`src/rtl/lc3_mem_ctrl_if.sv`:
```
// LC-3 memory/IO stage signal bundle: datapath controls, external memory port,
// keyboard and display lines. slave = controller side, master = environment side.
interface lc3_mem_ctrl_if;
    logic [15:0] main_bus;
    logic        LD_MAR;
    logic        LD_MDR;
    logic        MIO_EN;
    logic        R_W;
    logic        R;
    logic [15:0] mdr_out;
    logic        mem_req;
    logic        mem_we;
    logic [15:0] mem_addr;
    logic [15:0] mem_wdata;
    logic [15:0] mem_rdata;
    logic        mem_ack;
    logic        kb_valid;
    logic [7:0]  kb_data;
    logic [7:0]  ddr_data;
    logic        ddr_valid;
    logic        ddr_ready;
    logic        bus_err;

    modport slave (
        input  main_bus, LD_MAR, LD_MDR, MIO_EN, R_W, mem_rdata, mem_ack,
               kb_valid, kb_data, ddr_ready,
        output R, mdr_out, mem_req, mem_we, mem_addr, mem_wdata,
               ddr_data, ddr_valid, bus_err
    );

    modport master (
        output main_bus, LD_MAR, LD_MDR, MIO_EN, R_W, mem_rdata, mem_ack,
               kb_valid, kb_data, ddr_ready,
        input  R, mdr_out, mem_req, mem_we, mem_addr, mem_wdata,
               ddr_data, ddr_valid, bus_err
    );
endinterface

```
`src/rtl/lc3_mem_ctrl.sv`:
```
// LC-3 MAR/MDR, external memory handshake and memory-mapped KBSR/KBDR/DSR/DDR.
// Optional LC3_MEM_TIMEOUT_EN: abort a memory access after TIMEOUT_CYCLES without ack.
module lc3_mem_ctrl #(
    parameter logic [15:0] IO_BASE = 16'hFE00
`ifdef LC3_MEM_TIMEOUT_EN
    , parameter int unsigned TIMEOUT_CYCLES = 255
`endif
) (
    input logic            clk,
    input logic            rst,
    lc3_mem_ctrl_if.slave  bus
);
    localparam int unsigned W  = 16;
    localparam int unsigned CW = 8;

    typedef enum logic [1:0] {S_IDLE, S_BUSY, S_DONE} state_t;

    state_t          state_q, state_d;
    logic [W-1:0]    mar_q, mdr_q, rdata_q, rdata_d, io_rdata;
    logic            r_q, r_d, req_q, req_d, we_q, we_d;
    logic            kbdr_rd_q, kbdr_rd_d, ddr_wr;
    logic            kb_full_q, ddr_valid_q;
    logic [CW-1:0]   kbdr_q, ddr_data_q;
    logic            is_kbsr, is_kbdr, is_dsr, is_ddr, io_hit, busy;

    assign is_kbsr = (mar_q == IO_BASE);
    assign is_kbdr = (mar_q == IO_BASE + 16'd2);
    assign is_dsr  = (mar_q == IO_BASE + 16'd4);
    assign is_ddr  = (mar_q == IO_BASE + 16'd6);
    assign io_hit  = is_kbsr | is_kbdr | is_dsr | is_ddr;
    assign busy    = (state_q == S_BUSY);

    // IO register read mux; DDR and unused bits read as zero
    always_comb begin
        io_rdata = '0;
        if (is_kbsr)      io_rdata = {kb_full_q, 15'h0000};
        else if (is_kbdr) io_rdata = {8'h00, kbdr_q};
        else if (is_dsr)  io_rdata = {!ddr_valid_q, 15'h0000};
    end

`ifdef LC3_MEM_TIMEOUT_EN
    logic [W-1:0] tmo_q, tmo_d;
    logic         err_q, err_d;
`endif

    always_comb begin
        state_d   = state_q;
        req_d     = req_q;
        we_d      = we_q;
        r_d       = 1'b0;
        rdata_d   = rdata_q;
        kbdr_rd_d = 1'b0;
        ddr_wr    = 1'b0;
`ifdef LC3_MEM_TIMEOUT_EN
        tmo_d     = tmo_q;
        err_d     = 1'b0;
`endif
        case (state_q)
            S_IDLE: begin
                if (bus.MIO_EN) begin
                    if (io_hit) begin
                        state_d   = S_DONE;
                        r_d       = 1'b1;
                        rdata_d   = io_rdata;
                        kbdr_rd_d = is_kbdr & !bus.R_W;
                        ddr_wr    = is_ddr & bus.R_W;
                    end else begin
                        state_d = S_BUSY;
                        req_d   = 1'b1;
                        we_d    = bus.R_W;
`ifdef LC3_MEM_TIMEOUT_EN
                        tmo_d   = '0;
`endif
                    end
                end
            end
            S_BUSY: begin
                if (bus.mem_ack) begin
                    state_d = S_DONE;
                    r_d     = 1'b1;
                    rdata_d = bus.mem_rdata;
                    req_d   = 1'b0;
                    we_d    = 1'b0;
                end
`ifdef LC3_MEM_TIMEOUT_EN
                else if (tmo_q == 16'(TIMEOUT_CYCLES - 1)) begin
                    state_d = S_DONE;
                    r_d     = 1'b1;
                    err_d   = 1'b1;
                    rdata_d = '0;
                    req_d   = 1'b0;
                    we_d    = 1'b0;
                end else begin
                    tmo_d = tmo_q + 16'd1;
                end
`endif
            end
            S_DONE:  state_d = S_IDLE;
            default: state_d = S_IDLE;
        endcase
    end

    always_ff @(posedge clk) begin
        if (rst) begin
            state_q   <= S_IDLE;
            req_q     <= 1'b0;
            we_q      <= 1'b0;
            r_q       <= 1'b0;
            rdata_q   <= '0;
            kbdr_rd_q <= 1'b0;
        end else begin
            state_q   <= state_d;
            req_q     <= req_d;
            we_q      <= we_d;
            r_q       <= r_d;
            rdata_q   <= rdata_d;
            kbdr_rd_q <= kbdr_rd_d;
        end
    end

`ifdef LC3_MEM_TIMEOUT_EN
    always_ff @(posedge clk) begin
        if (rst) begin
            tmo_q <= '0;
            err_q <= 1'b0;
        end else begin
            tmo_q <= tmo_d;
            err_q <= err_d;
        end
    end
    assign bus.bus_err = err_q;
`else
    assign bus.bus_err = 1'b0;
`endif

    // MAR/MDR frozen while a memory request is outstanding
    always_ff @(posedge clk) begin
        if (rst) begin
            mar_q <= '0;
            mdr_q <= '0;
        end else if (!busy) begin
            if (bus.LD_MAR) mar_q <= bus.main_bus;
            if (bus.LD_MDR) begin
                if (!bus.MIO_EN)             mdr_q <= bus.main_bus;
                else if (r_q && !bus.R_W)    mdr_q <= rdata_q;
            end
        end
    end

    // Keyboard: a new char in the same cycle as a KBDR read wins
    always_ff @(posedge clk) begin
        if (rst) begin
            kb_full_q <= 1'b0;
            kbdr_q    <= '0;
        end else if (bus.kb_valid && (!kb_full_q || kbdr_rd_q)) begin
            kbdr_q    <= bus.kb_data;
            kb_full_q <= 1'b1;
        end else if (kbdr_rd_q) begin
            kb_full_q <= 1'b0;
        end
    end

    always_ff @(posedge clk) begin
        if (rst) begin
            ddr_valid_q <= 1'b0;
            ddr_data_q  <= '0;
        end else if (ddr_wr) begin
            ddr_data_q  <= mdr_q[CW-1:0];
            ddr_valid_q <= 1'b1;
        end else if (bus.ddr_ready) begin
            ddr_valid_q <= 1'b0;
        end
    end

    assign bus.R         = r_q;
    assign bus.mdr_out   = mdr_q;
    assign bus.mem_req   = req_q;
    assign bus.mem_we    = we_q;
    assign bus.mem_addr  = mar_q;
    assign bus.mem_wdata = mdr_q;
    assign bus.ddr_data  = ddr_data_q;
    assign bus.ddr_valid = ddr_valid_q;
endmodule

```
`src/flat_wrapper.sv`:
```
// flat-port wrapper written by rule: the top's interface ports become plain ports
module lc3_mem_ctrl_flat 
#(
    parameter logic [15:0] IO_BASE = 16'hFE00

)
  (clk, rst, bus_main_bus, bus_LD_MAR, bus_LD_MDR, bus_MIO_EN, bus_R_W, bus_mem_rdata, bus_mem_ack, bus_kb_valid, bus_kb_data, bus_ddr_ready, bus_R, bus_mdr_out, bus_mem_req, bus_mem_we, bus_mem_addr, bus_mem_wdata, bus_ddr_data, bus_ddr_valid, bus_bus_err);
  lc3_mem_ctrl_if bus_i ();
  input logic clk;
  input logic rst;
  input wire logic [$bits(bus_i.main_bus)-1:0] bus_main_bus;
  input wire logic [$bits(bus_i.LD_MAR)-1:0] bus_LD_MAR;
  input wire logic [$bits(bus_i.LD_MDR)-1:0] bus_LD_MDR;
  input wire logic [$bits(bus_i.MIO_EN)-1:0] bus_MIO_EN;
  input wire logic [$bits(bus_i.R_W)-1:0] bus_R_W;
  input wire logic [$bits(bus_i.mem_rdata)-1:0] bus_mem_rdata;
  input wire logic [$bits(bus_i.mem_ack)-1:0] bus_mem_ack;
  input wire logic [$bits(bus_i.kb_valid)-1:0] bus_kb_valid;
  input wire logic [$bits(bus_i.kb_data)-1:0] bus_kb_data;
  input wire logic [$bits(bus_i.ddr_ready)-1:0] bus_ddr_ready;
  output wire logic [$bits(bus_i.R)-1:0] bus_R;
  output wire logic [$bits(bus_i.mdr_out)-1:0] bus_mdr_out;
  output wire logic [$bits(bus_i.mem_req)-1:0] bus_mem_req;
  output wire logic [$bits(bus_i.mem_we)-1:0] bus_mem_we;
  output wire logic [$bits(bus_i.mem_addr)-1:0] bus_mem_addr;
  output wire logic [$bits(bus_i.mem_wdata)-1:0] bus_mem_wdata;
  output wire logic [$bits(bus_i.ddr_data)-1:0] bus_ddr_data;
  output wire logic [$bits(bus_i.ddr_valid)-1:0] bus_ddr_valid;
  output wire logic [$bits(bus_i.bus_err)-1:0] bus_bus_err;
  assign bus_i.main_bus = bus_main_bus;
  assign bus_i.LD_MAR = bus_LD_MAR;
  assign bus_i.LD_MDR = bus_LD_MDR;
  assign bus_i.MIO_EN = bus_MIO_EN;
  assign bus_i.R_W = bus_R_W;
  assign bus_i.mem_rdata = bus_mem_rdata;
  assign bus_i.mem_ack = bus_mem_ack;
  assign bus_i.kb_valid = bus_kb_valid;
  assign bus_i.kb_data = bus_kb_data;
  assign bus_i.ddr_ready = bus_ddr_ready;
  assign bus_R = bus_i.R;
  assign bus_mdr_out = bus_i.mdr_out;
  assign bus_mem_req = bus_i.mem_req;
  assign bus_mem_we = bus_i.mem_we;
  assign bus_mem_addr = bus_i.mem_addr;
  assign bus_mem_wdata = bus_i.mem_wdata;
  assign bus_ddr_data = bus_i.ddr_data;
  assign bus_ddr_valid = bus_i.ddr_valid;
  assign bus_bus_err = bus_i.bus_err;
  lc3_mem_ctrl #(.IO_BASE(IO_BASE)) u_core (.clk(clk), .rst(rst), .bus(bus_i));
endmodule
```
`config.mk`:
```
export PLATFORM = sky130hd
export DESIGN_NAME = lc3_mem_ctrl_flat
export DESIGN_NICKNAME = d
export VERILOG_FILES = /design/src/rtl/lc3_mem_ctrl_if.sv /design/src/rtl/lc3_mem_ctrl.sv /design/src/flat_wrapper.sv
export SDC_FILE = /design/constraint.sdc
export NUM_CORES = 1
export LEC_CHECK = 0
export CAP_MARGIN = 30
export CORE_ASPECT_RATIO = 2
export CORE_MARGIN = 8
export CORE_UTILIZATION = 40
export CTS_BUF_LIST = sky130_fd_sc_hd__clkbuf_16
export DETAILED_ROUTE_END_ITERATION = 10
export HOLD_SLACK_MARGIN = 0.02
export PLACE_DENSITY_LB_ADDON = 0.12
export SYNTH_ARGS = -nofsm -noshare
export SYNTH_HDL_FRONTEND = slang
export SYNTH_SLANG_ARGS = --single-unit
```
`constraint.sdc`:
```
create_clock -name clk -period 2.3 [get_ports clk]
set_input_delay 0.345 -clock clk [delete_from_list [all_inputs] [get_ports clk]]
set_output_delay 0.345 -clock clk [all_outputs]
set_load 0.02 [all_outputs]
```
==> impl_results.md, run 1 <==
* Fin cells at 540
* R2r setup slk at 270 ps
* FFs w/ async S/R, synth at 0%
* Vias in the first global route at 2975
* Min-delay worst type: input pin to flip-flop
* Drt drc at 0
* DR vias/cell at 5.28
* WP data required at 2550 ps
* Post-route ant nets at 0
* Site row count at 45
* Least-Margin Pin Slew at 606 ps
* Fillers at 717
* TritonCTS clock tree: built
* Slew HR at 59.6%
* Tot Pwr at 3.38 mW
* Number of synthesized register bits at 72
* Largest net degree at the start of global routing at 33
* Synth warn at 0
* Tmin final at 2030 ps
* Post-Synthesis Cell Area at 3120 um2
* Share of layout cells above drive strength 1 at 7.17%
* Placed cell area at 4190 um2
* I/O Pins at 110
* Layout Utilization at 59.2%
* Clock Skew at 7.95 ps
* Syn avg cell area at 8.88 um2
* # clock sinks at 72
* Setup TNS at 0 ps
* Placed cell count at 524
* CP cell instances: or4b_4, nor4_4, a311oi_1, a211oi_1
* Slew Viols, Final at 0
* Num CTS Buffers at 9
* IO Port Bufs at 108
* Crit path arrival time at 2280 ps
* Full die area at 11000 um2
* Cell variety after synth at 37
* Drt first-iter violations at 204
* Drt wl/cell at 17.9 um
* Mapped Nets at 400
* Status: complete, no violations
* Max Fclk at 492 MHz
* RSZ-0062 raised after global routing: false
* Number of synthesized flops with an enable pin at 0
* Reg clk slew, reported paths at 60 ps
* Post-synthesis cell count at 351
* First-pass GRT wire length at 15.3 mm
* Die height at 141 um
* CTS Buffer Depth at 2
* Sequential area share after synthesis at 46.2%
* Layout Nets at 490
* First-pass DRT Iterations at 5
* Core area at 7600 um2
* Final hold vios at 0
* Peak supply drop at 0.000585 V
* Initial antenna violation count at 0
* Worst path max stage delay at 590 ps
* Pwr Density at 751 nW/um2
* Static Leak at 1.67 nW
* Final setup vio count at 0
* ANT cells at 0
* Classification of the worst setup path: flip-flop to flip-flop
* PostCTS Resize Cnt at 0
* Post-DP HPWL at 7.51 mm
* Grt ovf at 0
* Crit-path slowest cell: or4b_4
* Cts hold-fix bufs at 0
* Root Buffer: clkbuf_16
* H-tree Lvls at 3
* Startpoint Class: flip-flop
* Final Instance Area at 4500 um2
* Clk Latency, worst-skew pair at 330 ps
* Synth Flop Type: dfxtp_1
* Crit path max fanout at 10
* DIE WIDTH at 78.4 um
* RePlAce Congestion at 0.813
* # Post-CTS Setup Buffers at 0
* Tot GR Track Use at 17.9%
* CP endpoint kind: flip-flop
* Period utilisation layout at 88.3%
* Routed WL at 9.69 mm
* Starting density of the core at 41.0%
* Max-Cap Viols at 0
* Via count at 2851
* Area grow syn2layout at 44.3%
per-layer routing:
layer	global-route usage (%)	wire length, um	vias up
met5	0	0	-
met2	33.0	5360	98
li1	-	-	1413
met3	4.71	529	22
met1	17.0	3470	1318
met4	10.5	333	0
final cells by class:
| cell class | count | area (um2) | area share (%) |
|---|---|---|---|
| clock inverters | 7 | 78.8 | 1.75 |
| flip-flops and latches | 72 | 1440 | 32.0 |
| inverters | 5 | 18.8 | 0.417 |
| repair buffers | 120 | 1180 | 26.2 |
| well taps | 94 | 118 | 2.61 |
| clock buffers | 9 | 225 | 5.01 |
| multi-input cells | 233 | 1440 | 32.0 |
placed cells by master, fill, tap and decap left out, types with 2 or more instances in the layout:
cell type and instances:
clkinv_1 3, a22o_1 7, nor2b_1 3, o21ai_1 11, clkdlybuf4s50_1 107, a211oi_1 24
bufinv_16 2, buf_4 11, mux2i_1 25, nor2_1 30, dfxtp_1 72, a21oi_1 38
nand2_1 43, and3_1 3, clkbuf_16 9, or4_4 2, a31oi_1 2, nor3_1 3
a311oi_1 9, nand2b_1 5, inv_1 7, nand3_1 12
critical path, delay by kind of cell (launching register included):
family          cells  cell delay (ps)
simple gates        2             1170
compound gates      2              460
flops               1              330
flip-flops by register name, indices dropped and copies added (netlist names):
register,count
u_core.kb_full_q,1
u_core.state_q,2
u_core.bus.ddr_valid,1
u_core.rdata_q,16
u_core.bus.ddr_data,8
u_core.bus.mem_we,1
u_core.bus.mem_req,1
u_core.bus.mem_addr,16
u_core.kbdr_q,8
u_core.bus.R,1
u_core.bus.mdr_out,16
u_core.kbdr_rd_q,1
report_power, final:
part / switching, mW / internal (mW) / total (mW)
Clock: 0.496 / 0.929 / 1.42
Combinational: 0.292 / 0.281 / 0.574
Sequential: 0.0608 / 1.32 / 1.38
cell usage after synthesis (2+ instances only):
library cell | n | area, um2
nor3_1 | 3 | 15.0
dfxtp_1 | 72 | 1440
buf_2 | 5 | 25.0
nand3_1 | 12 | 60.1
a31oi_1 | 2 | 12.5
a211oi_1 | 25 | 188
a22o_1 | 7 | 61.3
a311oi_1 | 9 | 78.8
inv_1 | 5 | 18.8
nor2_1 | 30 | 113
buf_1 | 4 | 15.0
or4_4 | 2 | 22.5
buf_4 | 17 | 128
mux2i_1 | 25 | 250
and3_1 | 3 | 18.8
nand2_1 | 43 | 161
clkbuf_1 | 14 | 52.6
o21ai_1 | 11 | 55.1
nand2b_1 | 5 | 31.3
nor2b_1 | 3 | 18.8
a21oi_1 | 38 | 190
cells by family (layout without fill, tap and decap cells):
group,count (synthesis),count (layout),share of synthesized area (%)
buffers and inverters,46,141,8.03
AO/OA/AOI/OAI,97,97,20.5
other,1,1,0.120
flip-flops,72,72,46.2
AND/OR/NAND/NOR,110,110,17.1
multiplexers,25,25,8.03
path summary, 6_finish.rpt:
check / startpoint / to / cells past startpoint
max: u_core.bus.mem_addr[0]$_SDFFE_PP0P_ / u_core.rdata_q[1]$_SDFFE_PP0P_ / 4
min: rst / u_core.bus.mem_addr[8]$_SDFFE_PP0P_ / 2
max reg2reg: u_core.bus.mem_addr[0]$_SDFFE_PP0P_ / u_core.rdata_q[1]$_SDFFE_PP0P_ / 4
min reg2reg: u_core.bus.mem_addr[8]$_SDFFE_PP0P_ / u_core.bus.mem_addr[8]$_SDFFE_PP0P_ / 2
through the flow:
| stage | hold WS (ps) | worst slack, ps |
|---|---|---|
| finish | 406 | 269 |
| global route | 429 | 148 |
| CTS | 406 | 252 |
| detailed placement | 468 | 217 |
| global placement | 457 | 218 |
| floorplan | 449 | 323 |
Note: power is estimated with default switching activity, not from simulation.
==> inputs of run 2 (changes only) <==
--- a/config.mk
+++ b/config.mk
@@ -5,7 +5,6 @@
 export SDC_FILE = /design/constraint.sdc
 export NUM_CORES = 1
 export LEC_CHECK = 0
-export CAP_MARGIN = 30
 export CORE_ASPECT_RATIO = 2
 export CORE_MARGIN = 8
 export CORE_UTILIZATION = 40
==> results of run 2 <==
Same layout as run 1: the final DEF is identical, and so are final timing and power.
